`src/rtl/ex_div_if.sv`:
```
// Handshake/operand bundle between the EX stage and the iterative divider.
// The EX stage drives the master side; the divider implements the slave side.
interface ex_div_if #(
    parameter int DATA_WIDTH = 32
);
    logic                  start;
    logic                  flush;
    logic [1:0]            div_op;
    logic [DATA_WIDTH-1:0] rs1;
    logic [DATA_WIDTH-1:0] rs2;
    logic                  stall_req;
    logic                  busy;
    logic                  done;
    logic [DATA_WIDTH-1:0] result;

    modport master (
        output start, flush, div_op, rs1, rs2,
        input  stall_req, busy, done, result
    );

    modport slave (
        input  start, flush, div_op, rs1, rs2,
        output stall_req, busy, done, result
    );
endinterface

```
`src/rtl/ex_div_unit.sv`:
```
// Iterative radix-2 restoring divider for RV32M DIV/DIVU/REM/REMU in the EX stage.
// Latency: DATA_WIDTH+2 cycles from start to done; divide-by-zero and signed overflow finish in 1.
// Backpressure: stall_req freezes the front of the pipeline until the done cycle; start is ignored while busy.
module ex_div_unit #(
    parameter int DATA_WIDTH = 32
) (
    input  logic      clk,
    input  logic      rst_n,
    ex_div_if.slave   bus
);
    localparam int          W    = DATA_WIDTH;
    localparam logic [5:0]  LAST = 6'(DATA_WIDTH - 1);

    typedef enum logic [1:0] {IDLE, CALC, FIX, DONE} state_t;

    state_t         state;
    logic [5:0]     counter;
    logic [W-1:0]   quo;
    logic [W-1:0]   rem;
    logic [W-1:0]   dvsr;
    logic [W-1:0]   result_q;
    logic [1:0]     op_q;
    logic           sign_a;
    logic           sign_b;
    logic           busy_q;
    logic           done_q;

    logic           is_signed;
    logic           a_neg;
    logic           b_neg;
    logic [W-1:0]   a_mag;
    logic [W-1:0]   b_mag;
    logic           div_zero;
    logic           ovf;
    logic [W-1:0]   fast_res;
    logic [W:0]     rem_sh;
    logic [W:0]     diff;
    logic [W-1:0]   q_fix;
    logic [W-1:0]   r_fix;
    logic [W-1:0]   fix_res;

    // Operand decode is only meaningful in IDLE, where the op is accepted.
    always_comb begin
        is_signed = ~bus.div_op[0];
        a_neg     = is_signed & bus.rs1[W-1];
        b_neg     = is_signed & bus.rs2[W-1];
        a_mag     = a_neg ? (~bus.rs1 + 1'b1) : bus.rs1;
        b_mag     = b_neg ? (~bus.rs2 + 1'b1) : bus.rs2;
        div_zero  = (bus.rs2 == '0);
        ovf       = is_signed && (bus.rs1 == {1'b1, {(W-1){1'b0}}}) && (bus.rs2 == '1);
        if (div_zero)
            fast_res = bus.div_op[1] ? bus.rs1 : '1;
        else
            fast_res = bus.div_op[1] ? '0 : bus.rs1;
    end

    // One restoring step: shift the next dividend bit into the partial remainder.
    always_comb begin
        rem_sh  = {rem, quo[W-1]};
        diff    = rem_sh - {1'b0, dvsr};
        q_fix   = (sign_a ^ sign_b) ? (~quo + 1'b1) : quo;
        r_fix   = sign_a ? (~rem + 1'b1) : rem;
        fix_res = op_q[1] ? r_fix : q_fix;
    end

    always_ff @(posedge clk) begin
        if (!rst_n) begin
            state    <= IDLE;
            counter  <= '0;
            quo      <= '0;
            rem      <= '0;
            dvsr     <= '0;
            result_q <= '0;
            op_q     <= '0;
            sign_a   <= 1'b0;
            sign_b   <= 1'b0;
            busy_q   <= 1'b0;
            done_q   <= 1'b0;
        end else if (bus.flush) begin
            state   <= IDLE;
            counter <= '0;
            busy_q  <= 1'b0;
            done_q  <= 1'b0;
        end else begin
            case (state)
                IDLE: begin
                    done_q <= 1'b0;
                    if (bus.start) begin
                        op_q    <= bus.div_op;
                        sign_a  <= a_neg;
                        sign_b  <= b_neg;
                        quo     <= a_mag;
                        rem     <= '0;
                        dvsr    <= b_mag;
                        counter <= '0;
                        busy_q  <= 1'b1;
                        if (div_zero || ovf) begin
                            result_q <= fast_res;
                            state    <= DONE;
                            done_q   <= 1'b1;
                        end else begin
                            state    <= CALC;
                        end
                    end
                end
                CALC: begin
                    if (!diff[W]) begin
                        rem <= diff[W-1:0];
                        quo <= {quo[W-2:0], 1'b1};
                    end else begin
                        rem <= rem_sh[W-1:0];
                        quo <= {quo[W-2:0], 1'b0};
                    end
                    if (counter == LAST) begin
                        counter <= '0;
                        state   <= FIX;
                    end else begin
                        counter <= counter + 6'd1;
                    end
                end
                FIX: begin
                    result_q <= fix_res;
                    state    <= DONE;
                    done_q   <= 1'b1;
                end
                default: begin
                    state  <= IDLE;
                    busy_q <= 1'b0;
                    done_q <= 1'b0;
                end
            endcase
        end
    end

    // Combinational on start so the front end holds in the accept cycle itself.
    assign bus.stall_req = ((state == IDLE) && bus.start && !bus.flush) ||
                           (state == CALC) || (state == FIX);
    assign bus.busy      = busy_q;
    assign bus.done      = done_q;
    assign bus.result    = result_q;
endmodule

```
`src/flat_wrapper.sv`:
```
// flat-port wrapper written by rule: the top's interface ports become plain ports
module ex_div_unit_flat 
#(
    parameter int DATA_WIDTH = 32
)
  (clk, rst_n, bus_start, bus_flush, bus_div_op, bus_rs1, bus_rs2, bus_stall_req, bus_busy, bus_done, bus_result);
  ex_div_if #(.DATA_WIDTH(DATA_WIDTH)) bus_i ();
  input  logic clk;
  input  logic rst_n;
  input wire logic [$bits(bus_i.start)-1:0] bus_start;
  input wire logic [$bits(bus_i.flush)-1:0] bus_flush;
  input wire logic [$bits(bus_i.div_op)-1:0] bus_div_op;
  input wire logic [$bits(bus_i.rs1)-1:0] bus_rs1;
  input wire logic [$bits(bus_i.rs2)-1:0] bus_rs2;
  output wire logic [$bits(bus_i.stall_req)-1:0] bus_stall_req;
  output wire logic [$bits(bus_i.busy)-1:0] bus_busy;
  output wire logic [$bits(bus_i.done)-1:0] bus_done;
  output wire logic [$bits(bus_i.result)-1:0] bus_result;
  assign bus_i.start = bus_start;
  assign bus_i.flush = bus_flush;
  assign bus_i.div_op = bus_div_op;
  assign bus_i.rs1 = bus_rs1;
  assign bus_i.rs2 = bus_rs2;
  assign bus_stall_req = bus_i.stall_req;
  assign bus_busy = bus_i.busy;
  assign bus_done = bus_i.done;
  assign bus_result = bus_i.result;
  ex_div_unit #(.DATA_WIDTH(DATA_WIDTH)) u_core (.clk(clk), .rst_n(rst_n), .bus(bus_i));
endmodule
```
`config.mk`:
```
export PLATFORM = sky130hd
export DESIGN_NAME = ex_div_unit_flat
export DESIGN_NICKNAME = d
export VERILOG_FILES = /design/src/rtl/ex_div_if.sv /design/src/rtl/ex_div_unit.sv /design/src/flat_wrapper.sv
export SDC_FILE = /design/constraint.sdc
export NUM_CORES = 1
export LEC_CHECK = 0
export CORE_MARGIN = 2
export CORE_UTILIZATION = 45
export DETAILED_ROUTE_END_ITERATION = 6
export MAX_ROUTING_LAYER = met4
export PLACE_DENSITY = 0.65
export SLEW_MARGIN = 20
export SYNTH_ARGS = -nofsm -noshare
export SYNTH_HDL_FRONTEND = slang
export SYNTH_SLANG_ARGS = --single-unit
```
`constraint.sdc`:
```
create_clock -name clk -period 2.8 [get_ports clk]
set_input_delay 0.42 -clock clk [delete_from_list [all_inputs] [get_ports clk]]
set_output_delay 0.42 -clock clk [all_outputs]
set_load 0.1 [all_outputs]
```
==> results.toml, run 1 <==
[yosys]
async_reset_ff_share_pct = 0
synth_nets = 1672
postSynthAreaPerCell_um2 = 7.31
syn_area_um2 = 11400
synth_top_family_by_area = "compound AO/OA/AOI/OAI gates"
synth-seq-cells = 141
synthSimpleGateAreaFrac_pct = 22.1
synthXorXnorAreaFrac_pct = 11.0
synthAdderAreaFrac_pct = 4.79
synth_ff_type = "dfxtp_1"
synth-compound-area-share_pct = 29.5
syn_inst = 1559
synth_cell_type_count = 78
synth_edf_count = 0
synth_seq_area_share_pct = 24.8
synth_warnings = 0
synthMuxAreaShare_pct = 2.20

[timing]
final-hold-violation-count = 0
min_period_ns = 2.99
finalHoldWorstSlack_ns = 0.401
finalSetupViolCount = 33
worstMarginPinSlew_ns = 0.679
fin_setup_tns_ns = -3.02
finalMaxSlewViolations = 0
finalCritPeriodShare_pct = 107
finalWorstSetupSlack_ns = -0.189
slew_headroom_pct = 54.7
rsz0062_at_grt = "true"
fmax_ghz = 0.335
fin_worst_skew_ns = 0.0145

[power_and_ir_drop]
p_leak_uw = 0.00666
ir_drop_v = 0.000307
powerDensity_nw_per_um2 = 402
total_power_uw = 6110

[worst_setup_path]
criticalPathCategory = "flip-flop to flip-flop"
cp_max_fo = 7
cp-start-kind = "flip-flop"
end_kind = "flip-flop"
worstPathRequired_ns = 3.13
critPathArrivalTime_ns = 3.32

[grt]
antenna_found_initial = 0
grt_pass1_wl_um = 61400
grt_overflow_total = 0
grt_use_total_pct = 30.1
grt_max_degree = 74
grt_pass1_vias = 11700

[finish]
nNetsFinal = 1940
syn2layout_area_growth_pct = 33.5
utilization_pct = 60.7
drive_gt1_share_pct = 21.6

[detailed_routing]
drcViolationCount = 0
drt-initial-drc-count = 1125
routed_wl_um = 38900
final_antenna_net_count = 0
wire_per_inst_um = 17.9
viasPerCell = 5.73
vias = 12400
dr.pass1.iters = 6

[floorplanning]
rows = 58
initial_core_util_pct = 45.5
die_w_um = 163
die_h_um = 163
ios = 105
core_area_um2 = 25000
die_area_um2 = 26600

[placed_design]
dp_hpwl_um = 29600
place_congestion = 0.949
port_buffers = 104
pre_cts_ws_ns = -0.842

[cts]
cts_made_buffers = 17
cts.sinks = 141
cts_buffer_depth = 2
clockRootBuffer = "clkbuf_16"
cts_tree = "yes"
clock_latency_ns = 0.44
cts_max_level = 4
path_clk_slew_ns = 0.07

[job]
drv_cap = 0

[outcome]
violations = "setup timing"
outcome = "finished with violations"

[worst_hold_path]
hold_class = "primary input to flip-flop"
==> kinds of logic (layout without fill, tap and decap cells) <==
group,count (synthesis),after routing
other,0,1
flip-flops,141,141
multiplexers,25,25
AO/OA/AOI/OAI,516,516
AND/OR/NAND/NOR,536,537
buffers and inverters,155,435
adder cells (fa/ha/maj),43,43
XOR/XNOR,143,143
==> final timing paths <==
path,startpoint,endpoint,slack [ns],cells past startpoint
max,u_core.quo[31],u_core.rem[30],-0.19,13
min,bus_rs2[0],u_core.dvsr[0],0.40,4
max reg2reg,u_core.quo[31],u_core.rem[30],-0.19,13
min reg2reg,u_core.bus.busy,u_core.bus.busy,0.49,2
==> routing by layer <==
metal	vias to the layer above	share of wire, %	GRT usage (%)
met5	-	0	-
met4	0	4.9	13.6
met3	92	5.1	3.91
met2	405	48	51.4
met1	5810	42	35.4
li1	6124	-	-
==> synth_stat cells, types with 18 or more instances <==
| cell | n | area (µm²) |
|---|---|---|
| o31ai_1 | 22 | 165 |
| inv_1 | 55 | 206 |
| nor2_1 | 109 | 409 |
| nand3_1 | 25 | 125 |
| a21oi_1 | 116 | 581 |
| nand2b_1 | 20 | 125 |
| xnor2_1 | 76 | 666 |
| o21ai_0 | 151 | 756 |
| ha_1 | 42 | 526 |
| a211oi_1 | 22 | 165 |
| a21o_1 | 18 | 135 |
| dfxtp_1 | 141 | 2820 |
| nor4_1 | 19 | 119 |
| a21boi_0 | 36 | 270 |
| clkbuf_1 | 81 | 304 |
| mux2i_1 | 25 | 250 |
| nand2_1 | 244 | 916 |
| xor2_1 | 67 | 587 |
| o211a_1 | 28 | 280 |
| nor3_1 | 30 | 150 |
==> registers in the layout (all words and copies together), names as in the netlist, 2 cells and up <==
| signal | cells |
|---|---|
| u_core.quo | 32 |
| u_core.rem | 32 |
| u_core.dvsr | 32 |
| u_core.counter | 6 |
| u_core.bus.result | 32 |
| u_core.state | 2 |
==> final cells by class <==
class / count / area [µm²]
Fill cell: 2314 / 9830
Antenna cell: 1 / 2.50
Timing Repair Buffer: 348 / 2930
Clock inverter: 15 / 169
Tap cell: 330 / 413
Inverter: 55 / 209
Sequential cell: 141 / 2820
Clock buffer: 17 / 425
Multi-Input combinational cell: 1264 / 8230
==> layout by cell type, fill, tap and decap left out, types with 11 or more instances in the layout <==
cell type,instances
nor4_1,14
buf_6,11
dlymetal6s2s_1,11
nor3_1,30
o211ai_1,16
mux2i_1,24
o21ai_0,111
nand4_1,13
nand2_1,243
nor2_1,107
o21ai_1,41
a211oi_1,22
a21o_1,18
clkdlybuf4s50_1,41
ha_1,37
and3_1,12
xnor2_1,76
nand2b_1,19
inv_1,52
buf_4,260
dfxtp_1,140
clkbuf_16,17
a21boi_0,36
a31oi_1,13
o211a_1,28
a21oi_1,111
nand3_1,24
xor2_1,67
o41ai_1,11
o31ai_1,19
==> through the flow <==
step	instances	area, µm²
floorplan	1559	11500
global placement	2112	14100
detailed placement	2112	14100
CTS	2164	15000
global route	2170	15200
finish	2171	15200
==> worst max-delay path, stage by stage, from the launching register on <==
cell and delay [ns]:
dfxtp_2 0.36, inv_4 0.05, ha_4 0.16, fa_2 0.34, nand2b_4 0.16, a21oi_4 0.14
o21ai_2 0.08, o211ai_1 0.31, a21oi_2 0.12, a221o_2 0.41, buf_4 0.16, or2_4 0.29
a32oi_1 0.19, o21ai_1 0.08
==> where the power goes <==
part / switching, µW / leakage [µW] / internal (µW)
clock: 1060 / 0.000284 / 1270
combinational: 933 / 0.00524 / 715
sequential: 51.1 / 0.00115 / 2080
==> repair_timing <==
item,CTS,global route
gates resized for setup,79,60
gates cloned,4,1
pin swaps,24,29
setup endpoints to repair,66,65
buffers inserted,16,7
hold buffers,0,0
(Power assumes the default switching activity.)
==> run 2: changes to the inputs <==
--- a/config.mk
+++ b/config.mk
@@ -10,6 +10,7 @@
 export DETAILED_ROUTE_END_ITERATION = 6
 export MAX_ROUTING_LAYER = met4
 export PLACE_DENSITY = 0.65
+export SKIP_CTS_REPAIR_TIMING = 1
 export SLEW_MARGIN = 20
 export SYNTH_ARGS = -nofsm -noshare
 export SYNTH_HDL_FRONTEND = slang
==> run 2 against run 1 <==
Net effect: the run still ends with setup timing left; die area stayed put; final cell count hardly changed; hold slack better by 0.039 ns; power is 0.27% higher; design area is 1.8% higher; register-to-register slack worse by 0.03 ns; first-iteration DRC count is 10% lower; combinational power hardly changed; critical endpoint is now u_core.rem[24]; largest cell class unchanged; largest power group unchanged.
==> results.toml, run 2 (synthesized netlist as in run 1, its figures left out) <==
[outcome]
outcome = "finished with violations"
violations = "setup timing"

[floorplanning]
rows = 58
die_area_um2 = 26600
die_h_um = 163
initial_core_util_pct = 45.5
die_w_um = 163
core_area_um2 = 25000
ios = 105

[timing]
min_period_ns = 3.02
finalHoldWorstSlack_ns = 0.441
worstMarginPinSlew_ns = 0.883
fmax_ghz = 0.331
finalSetupViolCount = 64
final-hold-violation-count = 0
finalMaxSlewViolations = 0
slew_headroom_pct = 41.1
rsz0062_at_grt = "true"
finalCritPeriodShare_pct = 108
finalWorstSetupSlack_ns = -0.224
fin_worst_skew_ns = 0.0142

[finish]
drive_gt1_share_pct = 23.2
final_cell_area_um2 = 15500
multiInputGateArea_um2 = 8360
syn2layout_area_growth_pct = 35.8
antenna_cells = 0
fill_cells = 2262
layout_common_cells = "buf_4 (257), nand2_1 (243), dfxtp_1 (140), o21ai_0 (116), nor2_1 (107)"
final_common_cell = "buf_4"
nNetsFinal = 1943
register_area_um2 = 2820

[cts]
cts_buffer_depth = 2
cts_tree = "yes"
clock_latency_ns = 0.44
path_clk_slew_ns = 0.07
cts.sinks = 141
clockRootBuffer = "clkbuf_16"
cts_made_buffers = 17
cts_max_level = 4

[detailed_routing]
final_antenna_net_count = 0
wire_per_inst_um = 18.2
routed_wl_um = 39600
drt-initial-drc-count = 1013
viasPerCell = 5.76
dr.pass1.iters = 7
vias = 12500
drcViolationCount = 0

[worst_setup_path]
crit_family = "compound AO/OA/AOI/OAI gates"
criticalPathCategory = "flip-flop to flip-flop"
end_kind = "flip-flop"
path_buf_inv = 2
critPathArrivalTime_ns = 3.35
critPathMaxStageDelay_ns = 0.41
startpoint = "u_core.quo[31]"
cp_slowest_cell = "a221o_2"
cp_max_fo = 7
worstReg2RegStart = "u_core.quo[31]"
crit_path_cell_trace = "inv_4, ha_4, fa_2, nand2b_4, a21oi_4, o21ai_2, o211ai_1, a21oi_2, a221o_2, buf_4, or2_4, a32oi_1, o21ai_1"
cp-start-kind = "flip-flop"
worstPathRequired_ns = 3.12

[worst_hold_path]
hold_start = "rst_n"
hold_class = "primary input to flip-flop"

[power_and_ir_drop]
powerDensity_nw_per_um2 = 396
ir_drop_v = 0.000306
p_leak_uw = 0.00674

[grt]
grt_overflow_total = 0
grt_pass1_vias = 11400
grt_use_total_pct = 29.6
antenna_found_initial = 0
grt_pass1_wl_um = 60300
grt_max_degree = 74

[placed_design]
port_buffers = 104
placed_area_um2 = 14100
dp_hpwl_um = 29600
place_congestion = 0.949

[job]
drv_cap = 0
==> run 2: final cells by class <==
type                            instances  share of cell area, %
Clock buffer                           17                   2.75
Clock inverter                         15                   1.09
Inverter                               55                   1.35
Multi-Input combinational cell       1264                   54.0
Sequential cell                       141                   18.3
Tap cell                              330                   2.67
Timing Repair Buffer                  351                   19.8
==> run 2: path summary, 6_finish.rpt <==
check,cells after the start,end,slack [ns]
setup / recovery,13,u_core.rem[24],-0.22
hold / removal,4,u_core.bus.busy,0.44
setup reg to reg,13,u_core.rem[24],-0.22
hold reg to reg,2,u_core.bus.busy,0.49
==> run 2: through the flow <==
stage	util (%)	cells	TNS, ns	setup WS [ns]	total power [µW]
global route	61.8	2173	-14.14	-0.294	6370
finish	61.8	2173	-8.80	-0.224	6130
floorplan	-	1559	-0.0231	-0.0116	3090
CTS	58.6	2144	-18.55	-0.404	6050
global placement	56.3	2112	-28.73	-0.713	3710
detailed placement	56.3	2112	-33.38	-0.842	3730
==> run 2: per-layer routing <==
layer	share of wire [%]	vias up	routed length, µm	GRT usage [%]
met3	5.6	101	2200	3.63
met1	42	5846	16500	35.0
li1	-	6126	-	-
met2	48	454	18900	50.3
met4	5.1	0	2020	13.6
met5	0	-	0	-
==> run 2: worst register-to-register path, delay by kind of cell, from the launching register on <==
kind / cells / cell delay, ns
adder cells (fa/ha/maj): 2 / 0.50
AO/OA/AOI/OAI: 7 / 1.39
AND/OR/NAND/NOR: 2 / 0.45
flip-flops: 1 / 0.36
buffers and inverters: 2 / 0.22
==> run 2: power breakdown <==
| group | switching [µW] | internal [µW] | total [µW] |
|---|---|---|---|
| combinational | 936 | 719 | 1650 |
| sequential | 51.6 | 2080 | 2130 |
| clock | 1070 | 1270 | 2350 |
| total | 2060 | 4070 | 6130 |
==> run 3: changes to the inputs <==
--- a/config.mk
+++ b/config.mk
@@ -7,6 +7,7 @@
 export LEC_CHECK = 0
 export CORE_MARGIN = 2
 export CORE_UTILIZATION = 45
+export CTS_CLUSTER_SIZE = 20
 export DETAILED_ROUTE_END_ITERATION = 6
 export MAX_ROUTING_LAYER = met4
 export PLACE_DENSITY = 0.65
==> results of run 3 <==
Same layout as run 2: the final DEF is identical, and so are final timing and power.
